## src/rtl/aes_spi_master.sv

```systemverilog
// -----------------------------------------------------------------------------
// aes_spi_master
//   Serial-link master for the AES Slave. On an accepted start it shifts out one
//   plaintext block followed by the full key frame (LSB first, one bit per clk).
//   It then raises mode for WAIT_CYCLES cycles while the Slave computes, and
//   captures the result from SOMI (LSB first). Finally it pulses done.
//
// Ports
//   clk      in   1      system clock, rising edge
//   reset    in   1      synchronous active-high reset
//   start    in   1      transfer request, sampled only in IDLE
//   msg      in   MSG_W  plaintext block, latched on accepted start
//   key      in   KEY_W  key frame, latched on accepted start
//   size_in  in   2      key size code, latched on accepted start
//   SOMI     in   1      serial data from Slave
//   SIMO     out  1      serial data to Slave
//   CSS      out  1      chip select to Slave, active low
//   mode     out  1      0 = load phase, 1 = Slave output phase
//   size     out  2      latched key size code
//   result   out  MSG_W  captured Slave output, valid with done
//   busy     out  1      accepted start through done cycle inclusive
//   done     out  1      one-cycle completion pulse
// -----------------------------------------------------------------------------
module aes_spi_master #(
    parameter int MSG_W       = 128,
    parameter int KEY_W       = 256,
    parameter int WAIT_CYCLES = 64
) (
    input  logic             clk,
    input  logic             reset,
    input  logic             start,
    input  logic [MSG_W-1:0] msg,
    input  logic [KEY_W-1:0] key,
    input  logic [1:0]       size_in,
    input  logic             SOMI,
    output logic             SIMO,
    output logic             CSS,
    output logic             mode,
    output logic [1:0]       size,
    output logic [MSG_W-1:0] result,
    output logic             busy,
    output logic             done
);

    localparam int FRAME_W = MSG_W + KEY_W;
    localparam int CNT_A   = $clog2(FRAME_W);
    localparam int CNT_B   = $clog2(WAIT_CYCLES);
    localparam int CNT_W   = (CNT_A > CNT_B) ? CNT_A : CNT_B;
    localparam int RES_IW  = $clog2(MSG_W);

    localparam logic [CNT_W-1:0] CNT_ZERO  = CNT_W'(0);
    localparam logic [CNT_W-1:0] CNT_ONE   = CNT_W'(1);
    localparam logic [CNT_W-1:0] SEND_LAST = CNT_W'(FRAME_W - 1);
    localparam logic [CNT_W-1:0] WAIT_LAST = CNT_W'(WAIT_CYCLES - 1);
    localparam logic [CNT_W-1:0] RECV_LAST = CNT_W'(MSG_W - 1);

    typedef enum logic [2:0] {
        ST_IDLE = 3'd0,
        ST_SEND = 3'd1,
        ST_WAIT = 3'd2,
        ST_RECV = 3'd3,
        ST_DONE = 3'd4
    } state_t;

    state_t             state_r;
    state_t             state_s;
    logic [CNT_W-1:0]   cnt_r;
    logic               cnt_last_s;
    // Holds the not-yet-sent bits; bit 0 is always the next bit to drive.
    logic [FRAME_W-1:0] frame_r;
    logic               css_s;
    logic               mode_s;
    logic               busy_s;
    logic               done_s;

    // State register.
    always_ff @(posedge clk) begin
        if (reset) begin
            state_r <= ST_IDLE;
        end else begin
            state_r <= state_s;
        end
    end

    // Detects the final cycle of the current timed phase.
    always_comb begin
        cnt_last_s = 1'b0;
        case (state_r)
            ST_SEND: cnt_last_s = (cnt_r == SEND_LAST);
            ST_WAIT: cnt_last_s = (cnt_r == WAIT_LAST);
            ST_RECV: cnt_last_s = (cnt_r == RECV_LAST);
            default: cnt_last_s = 1'b0;
        endcase
    end

    // Next-state logic.
    always_comb begin
        state_s = state_r;
        case (state_r)
            ST_IDLE: begin
                if (start) begin
                    state_s = ST_SEND;
                end else begin
                    state_s = ST_IDLE;
                end
            end
            ST_SEND: begin
                if (cnt_last_s) begin
                    state_s = ST_WAIT;
                end else begin
                    state_s = ST_SEND;
                end
            end
            ST_WAIT: begin
                if (cnt_last_s) begin
                    state_s = ST_RECV;
                end else begin
                    state_s = ST_WAIT;
                end
            end
            ST_RECV: begin
                if (cnt_last_s) begin
                    state_s = ST_DONE;
                end else begin
                    state_s = ST_RECV;
                end
            end
            ST_DONE: state_s = ST_IDLE;
            default: state_s = ST_IDLE;
        endcase
    end

    // Control outputs are decoded from the next state so they are registered
    // yet line up exactly with the state they describe.
    always_comb begin
        css_s  = 1'b1;
        mode_s = 1'b0;
        busy_s = 1'b1;
        done_s = 1'b0;
        case (state_s)
            ST_IDLE: busy_s = 1'b0;
            ST_SEND: css_s  = 1'b0;
            ST_WAIT: begin
                css_s  = 1'b0;
                mode_s = 1'b1;
            end
            ST_RECV: begin
                css_s  = 1'b0;
                mode_s = 1'b1;
            end
            ST_DONE: done_s = 1'b1;
            default: busy_s = 1'b0;
        endcase
    end

    // Registered control outputs.
    always_ff @(posedge clk) begin
        if (reset) begin
            CSS  <= 1'b1;
            mode <= 1'b0;
            busy <= 1'b0;
            done <= 1'b0;
        end else begin
            CSS  <= css_s;
            mode <= mode_s;
            busy <= busy_s;
            done <= done_s;
        end
    end

    // Datapath: frame shifter, serial output, phase counter, result capture.
    always_ff @(posedge clk) begin
        if (reset) begin
            frame_r <= '0;
            SIMO    <= 1'b0;
            size    <= 2'b00;
            cnt_r   <= CNT_ZERO;
            result  <= '0;
        end else begin
            case (state_r)
                ST_IDLE: begin
                    cnt_r <= CNT_ZERO;
                    if (start) begin
                        // msg[0] goes straight to the wire so it is present for
                        // all of SEND cycle 0; the shifter keeps the rest.
                        SIMO    <= msg[0];
                        frame_r <= {1'b0, key, msg[MSG_W-1:1]};
                        size    <= size_in;
                    end else begin
                        SIMO <= 1'b0;
                    end
                end
                ST_SEND: begin
                    if (cnt_last_s) begin
                        SIMO  <= 1'b0;
                        cnt_r <= CNT_ZERO;
                    end else begin
                        SIMO    <= frame_r[0];
                        frame_r <= {1'b0, frame_r[FRAME_W-1:1]};
                        cnt_r   <= cnt_r + CNT_ONE;
                    end
                end
                ST_WAIT: begin
                    SIMO <= 1'b0;
                    if (cnt_last_s) begin
                        cnt_r <= CNT_ZERO;
                    end else begin
                        cnt_r <= cnt_r + CNT_ONE;
                    end
                end
                ST_RECV: begin
                    SIMO                  <= 1'b0;
                    result[cnt_r[RES_IW-1:0]] <= SOMI;
                    if (cnt_last_s) begin
                        cnt_r <= CNT_ZERO;
                    end else begin
                        cnt_r <= cnt_r + CNT_ONE;
                    end
                end
                ST_DONE: begin
                    SIMO  <= 1'b0;
                    cnt_r <= CNT_ZERO;
                end
                default: begin
                    SIMO  <= 1'b0;
                    cnt_r <= CNT_ZERO;
                end
            endcase
        end
    end

endmodule

```

## config.mk

```make
export PLATFORM = sky130hd
export DESIGN_NAME = aes_spi_master
export DESIGN_NICKNAME = d
export VERILOG_FILES = /design/src/rtl/aes_spi_master.sv
export SDC_FILE = /design/constraint.sdc
export NUM_CORES = 1
export LEC_CHECK = 0
export BUFFER_PORTS_ARGS = -buffer_cell sky130_fd_sc_hd__buf_2
export CELL_PAD_IN_SITES_DETAIL_PLACEMENT = 0
export CELL_PAD_IN_SITES_GLOBAL_PLACEMENT = 1
export CORE_ASPECT_RATIO = 0.5
export CORE_UTILIZATION = 36
export DETAILED_ROUTE_END_ITERATION = 7
export HOLD_SLACK_MARGIN = 0.03
export PLACE_DENSITY_LB_ADDON = 0.1
export SLEW_MARGIN = 10
export SYNTH_ARGS = -nofsm -noshare
export SYNTH_HDL_FRONTEND = slang
export SYNTH_SLANG_ARGS = --single-unit
```

## constraint.sdc

```tcl
create_clock -name clk -period 2.1 [get_ports clk]
set_input_delay 0.42 -clock clk [delete_from_list [all_inputs] [get_ports clk]]
set_output_delay 0.42 -clock clk [all_outputs]
set_load 0.05 [all_outputs]
```

; Word level (Yosys, flattened, before mapping)
; Cells that the tools add are included.
[word_totals]
input_bits = 390
reg_bits = 531
output_inout_bits = 135
elab_cells = 55
[op_classes]
n_reduce_logical = 10
bitwise_logic = 1
muxes = 19
n_eq_ne = 12
addsub = 1
order_cmp = 2
[ops]
columns = operator, count
row1 = $mux W384, 2
row2 = $pmux W384 S2, 1
row3 = $bwmux W128, 1
row4 = $eq A3 B2 Y1 const B, 4
row5 = $pmux W3 S4, 1
row6 = $add A9 B1 Y9 const B, 1
row7 = $eq A9 B6 Y1 const B, 1
row8 = $eq A9 B7 Y1 const B, 1
row9 = $eq A9 B9 Y1 const B, 1
row10 = $mux W1, 9
row11 = $reduce_or A3 Y1, 3
row12 = $lt A7 B8 Y1 const B, 1
row13 = $demux W1 S7, 1
row14 = $ge A7 B1 Y1 const B, 1
row15 = $eq A3 B1 Y1 const B, 2
row16 = $ne A2 B2 Y1 const B, 2
row17 = $reduce_or A4 Y1, 1
row18 = $eq A3 B3 Y1 const B, 1
row19 = $logic_not A3 Y1, 1
row20 = $mux W3, 1
row21 = $pmux W1 S3, 1
row22 = $reduce_and A3 Y1, 1
row23 = $mux W2, 1
row24 = $pmux W1 S2, 1
row25 = 5 further kinds, 5

; Depth between registers and ports, before layout
[logic_depth]
ltp_word = 7
mapped_depth = 9
ltp_nobuf = 5

; Worst setup path after synthesis
; Ideal clock, no wire load.
[synth_timing]
path_kind = register -> register
startpoint = register cnt_r[0]
endpoint = register frame_r[192]
n_path_buf = 2
synth_period_minus_slack_ps = 2164
required_time_ps = 1981
path_stages_with_launch = 8
setup_ps = 119
slack_ps = -64
arrival_time_ps = 2046
cell_sequence = dfxtp_1 > ha_1 > nand4_1 > o41ai_4 > nand2_1 > clkbuf_1 > clkbuf_1 > o221a_1
[synth_between]
elab_chain_cells = 4
word_cells_on_any_way = 6
cone_classes = 4 x eq/ne / 1 x mux / 1 x reduce/logical
[synth_rtl]
columns = element, line
row1 = start: declaration, 67  ; logic [CNT_W-1:0] cnt_r;
row2 = start signal: assignment, 200  ; cnt_r <= cnt_r + CNT_ONE;
row3 = start signal: assignment, 208  ; cnt_r <= cnt_r + CNT_ONE;
row4 = start signal: assignment, 217  ; cnt_r <= cnt_r + CNT_ONE;
row5 = "$eq A9 B7 Y1, or another cell as far along", 91  ; ST_RECV: cnt_last_s = (cnt_r == RECV_LAST);
row6 = $pmux W1 S3 *, 88  ; case (state_r)
row7 = $ne A2 B2 Y1 (no source line) *, n/a
row8 = $reduce_and A3 Y1 (no source line) *, n/a
row9 = end signal: assignment, 187  ; frame_r <= {1'b0, key, msg[MSG_W-1:1]};
row10 = end signal: assignment, 199  ; frame_r <= {1'b0, frame_r[FRAME_W-1:1]};
row11 = end: declaration, 70  ; logic [FRAME_W-1:0] frame_r;
; Mark *: on every way between the ends. The rest lies on a longest branch, timed or not.
; A chain may end at the register's enable or synchronous reset.

; Worst setup path after layout
[layout_timing]
startpoint = register cnt_r[0]
endpoint = register frame_r[178]
; Same word-level chain as after synthesis.

==> results_dict.tcl <==
set metrics [dict create \
    io_pins 525 \
    grt_pass1_wl_mm 105 \
    maxSlewViolCount 0 \
    drt-total-wl_mm 68.7 \
    h-tree-depth 2 \
    cpPeakStageDelay_ns 0.34 \
    clock_path_buffers 3 \
    reg2regPathDepth 9 \
    met1_length_mm 30.2 \
    pwr-share-seq_pct 47.3 \
    top_layer "met4" \
    dp.cells 3605 \
    async_flop_share_pct 0 \
    worstPathArrival_ns 2.52 \
    min_from "size_in[0]" \
    cp_num_buf_inv 4 \
    worstHoldPathCells 3 \
    drt-initial-drc-count 1032 \
    path_delay_family "buffers and inverters" \
    synth_nets 2810 \
    drtPass1Iterations 5 \
    p_per_area_nw_per_um2 872 \
    maxCapViolCount 0 \
    drive_gt1_share_pct 25.9 \
    maxSlewHeadroom_pct 55.7 \
    power_frac_comb_pct 12.7 \
    clockPowerShare_pct 40.0 \
    grt_use_total_pct 21.4 \
    fin_ws_ns 0.0373 \
    cts_tree "done" \
    rsz0062_at_grt "yes" \
    num-nets-final 3293 \
    grt_pass1_vias 19077 \
    r2r_end "frame_r[178]" \
    numCtsBuffers 50 \
    holdCritPathClass "in -> reg" \
    swShare_pct 25.0 \
    crit_path_start_kind "register" \
    rows 62 \
    initial_core_util_pct 36.9 \
    path_max_fanout 28 \
    worst_path_max_delay_cell "dfxtp_1" \
    antenna_left 0 \
    synth_edf_count 0 \
    post-route-cell-area_um2 27500 \
    yosysSeqAreaShare_pct 49.6 \
    p_int_mw 18.0 \
    via_per_inst 5.26 \
    cp_common_cell "buf_4" \
    dr_wl_met3_mm 2.46 \
    synthCells 2419 \
    utilization_pct 47.4 \
    clkSinkCount 530 \
    run_status "complete, no violations" \
    tightest_slew_ns 0.661 \
    ctsHoldBuffers 0 \
    fin_cells 3710 \
    hpwl_mm 46.2 \
    criticalPathCategory "reg -> reg" \
    timing.fmax_mhz 485 \
    worstHoldEndpoint "size[0]" \
    period_share_pct 98.2 \
    die_h_um 174 \
    post-route-drc-count 0 \
    max-vdd-ir-drop_mv 0.577 \
    syn-mean-instance-area_um2 8.85 \
    yosysTopAreaCellShare_pct 49.6 \
    yosys-top-cells-count "nor2_1 (783), dfxtp_1 (530), o221a_1 (380), clkbuf_1 (165), nand3_1 (139)" \
    ys_ff_latch 530 \
    antenna_found_initial 2 \
    endpoint_kind "register" \
    syn2layout_area_growth_pct 28.6 \
    design.die.area_um2 60500 \
    rr_startpoint "cnt_r[0]" \
    cts.clk_slew.worst_paths_ns 0.07 \
    design.core.area_um2 58000 \
    worstPathRequired_ns 2.55 \
    synth_top_cell_by_area "dfxtp_1" \
    place_area_um2 25400 \
    rrSetupSlack_ns 0.04 \
    synth_cell_types 38 \
    synth_flop_cell "dfxtp_1" \
    fin_crit_ns 2.06 \
    grt_overflow_total 0 \
    yosysWarnings 0 \
    p_sw_mw 5.99 \
    setup_tns_ns 0 \
    vias 19533 \
    cts-root-buf "clkbuf_16" \
    skew_ns 0.0178 \
    p_leak_nw 11.4 \
    die_w_um 347 \
    grt_max_degree 110 \
    crit_chain "ha_1 > nand4_1 > buf_4 > o41ai_4 > buf_4 > nand2_4 > buf_12 > buf_16 > o221a_1" \
    setup_violations 0 \
    syn_area_um2 21400 \
    synth.most_common_cell "nor2_1" \
    clk_latency_ns 0.58 \
    place_ws_ns -0.0565 \
    hold_viol 0 \
    ys_top_cells_by_area "dfxtp_1 (50%), o221a_1 (20%), nor2_1 (14%)" \
    wl_per_cell_um 18.5 \
    gp_congestion 0.802 \
    io_buffers 524 \
    met2_length_mm 34.9 \
]
## registers in the layout, indices dropped and copies added, names as in the netlist
signal   count
mode         1
CSS          1
size         2
SIMO         1
cnt_r        9
done         1
state_r      3
busy         1
result     128
frame_r    383
## cell families (layout without fill, tap and decap cells)
| kind of cell | count (synthesis) | count (layout) | synth area share [%] |
|---|---|---|---|
| compound gates | 649 | 649 | 26.5 |
| xor+xnor | 9 | 9 | 0.368 |
| fa+ha+maj | 1 | 1 | 0.0584 |
| buf+inv | 231 | 752 | 4.39 |
| flops | 530 | 530 | 49.6 |
| other cells | 0 | 2 | 0 |
| simple gates | 999 | 999 | 19.1 |
## routing by layer
metal	GRT usage, %	up-vias
li1	-	9738
met1	26.9	9349
met2	38.4	373
met3	3.16	73
met4	4.81	0
met5	0	-
## power by group through the flow
stage	clock network, mW	registers, mW	logic, mW
after floorplan	0	11.4	1.86
after global placement	0	11.6	2.86
after detailed placement	0	11.6	2.91
after CTS	9.85	11.4	2.92
after global routing	10.3	11.5	3.36
final	9.60	11.4	3.04
## stage by stage
step | hold slack (ns) | total power, mW
2_1_floorplan | 0.444 | 13.3
3_3_place_gp | 0.442 | 14.4
3_5_place_dp | 0.448 | 14.5
4_1_cts | 0.0350 | 24.1
5_1_grt | 0.0532 | 25.1
6_report | 0.0776 | 24.0
## final cells by class
cell class	instances	area, µm²
fillers	5766	30500
repair buffers	661	4270
clock inverters	10	150
multi-input cells	1658	9930
inverters	1	3.75
diodes	2	5.00
well taps	768	961
clock buffers	80	1590
flip-flops and latches	530	10600
## tightest hold or removal path, cell delays in order
cell	delay, ns
buf_2	0.10
nand2_1	0.04
a21oi_1	0.05
## cell usage in the layout (no fill, tap or decap), drive strengths merged, types with 2 or more instances in the layout
cell type    n
clkbuf      86
nor3b        6
nor3        12
clkinv       6
nor4        10
or3          2
nor2       783
nor2b        4
xor2         4
nand3b       4
nand2b       4
diode        2
xnor2        5
dfxtp      530
nand3      139
nand2       21
nand4        2
buf        655
or2          2
a31o         2
or3b         2
nor4b        2
and3         2
o221a      382
a21oi      132
o21ai      129
bufinv       4
## repair_timing
item / in CTS / in global routing
gates resized for setup: 3 / 25
setup endpoints to repair: 338 / 378
pin swaps: 2 / 3
cloned: 0 / 10
setup buffers: 2 / 1
## worst max-delay path by stage
stage                     startpoint            to  slack [ns]  cells past startpoint
after floorplan             cnt_r[0]    state_r[0]        0.02                      5
after global placement    state_r[2]  frame_r[382]       -0.03                      7
after detailed placement    cnt_r[1]  frame_r[382]       -0.06                      7
after CTS                   cnt_r[5]  frame_r[142]        0.02                      7
after global routing        cnt_r[0]   frame_r[88]       -0.07                      9
final                       cnt_r[0]  frame_r[178]        0.04                      9
(Power assumes the default switching activity.)
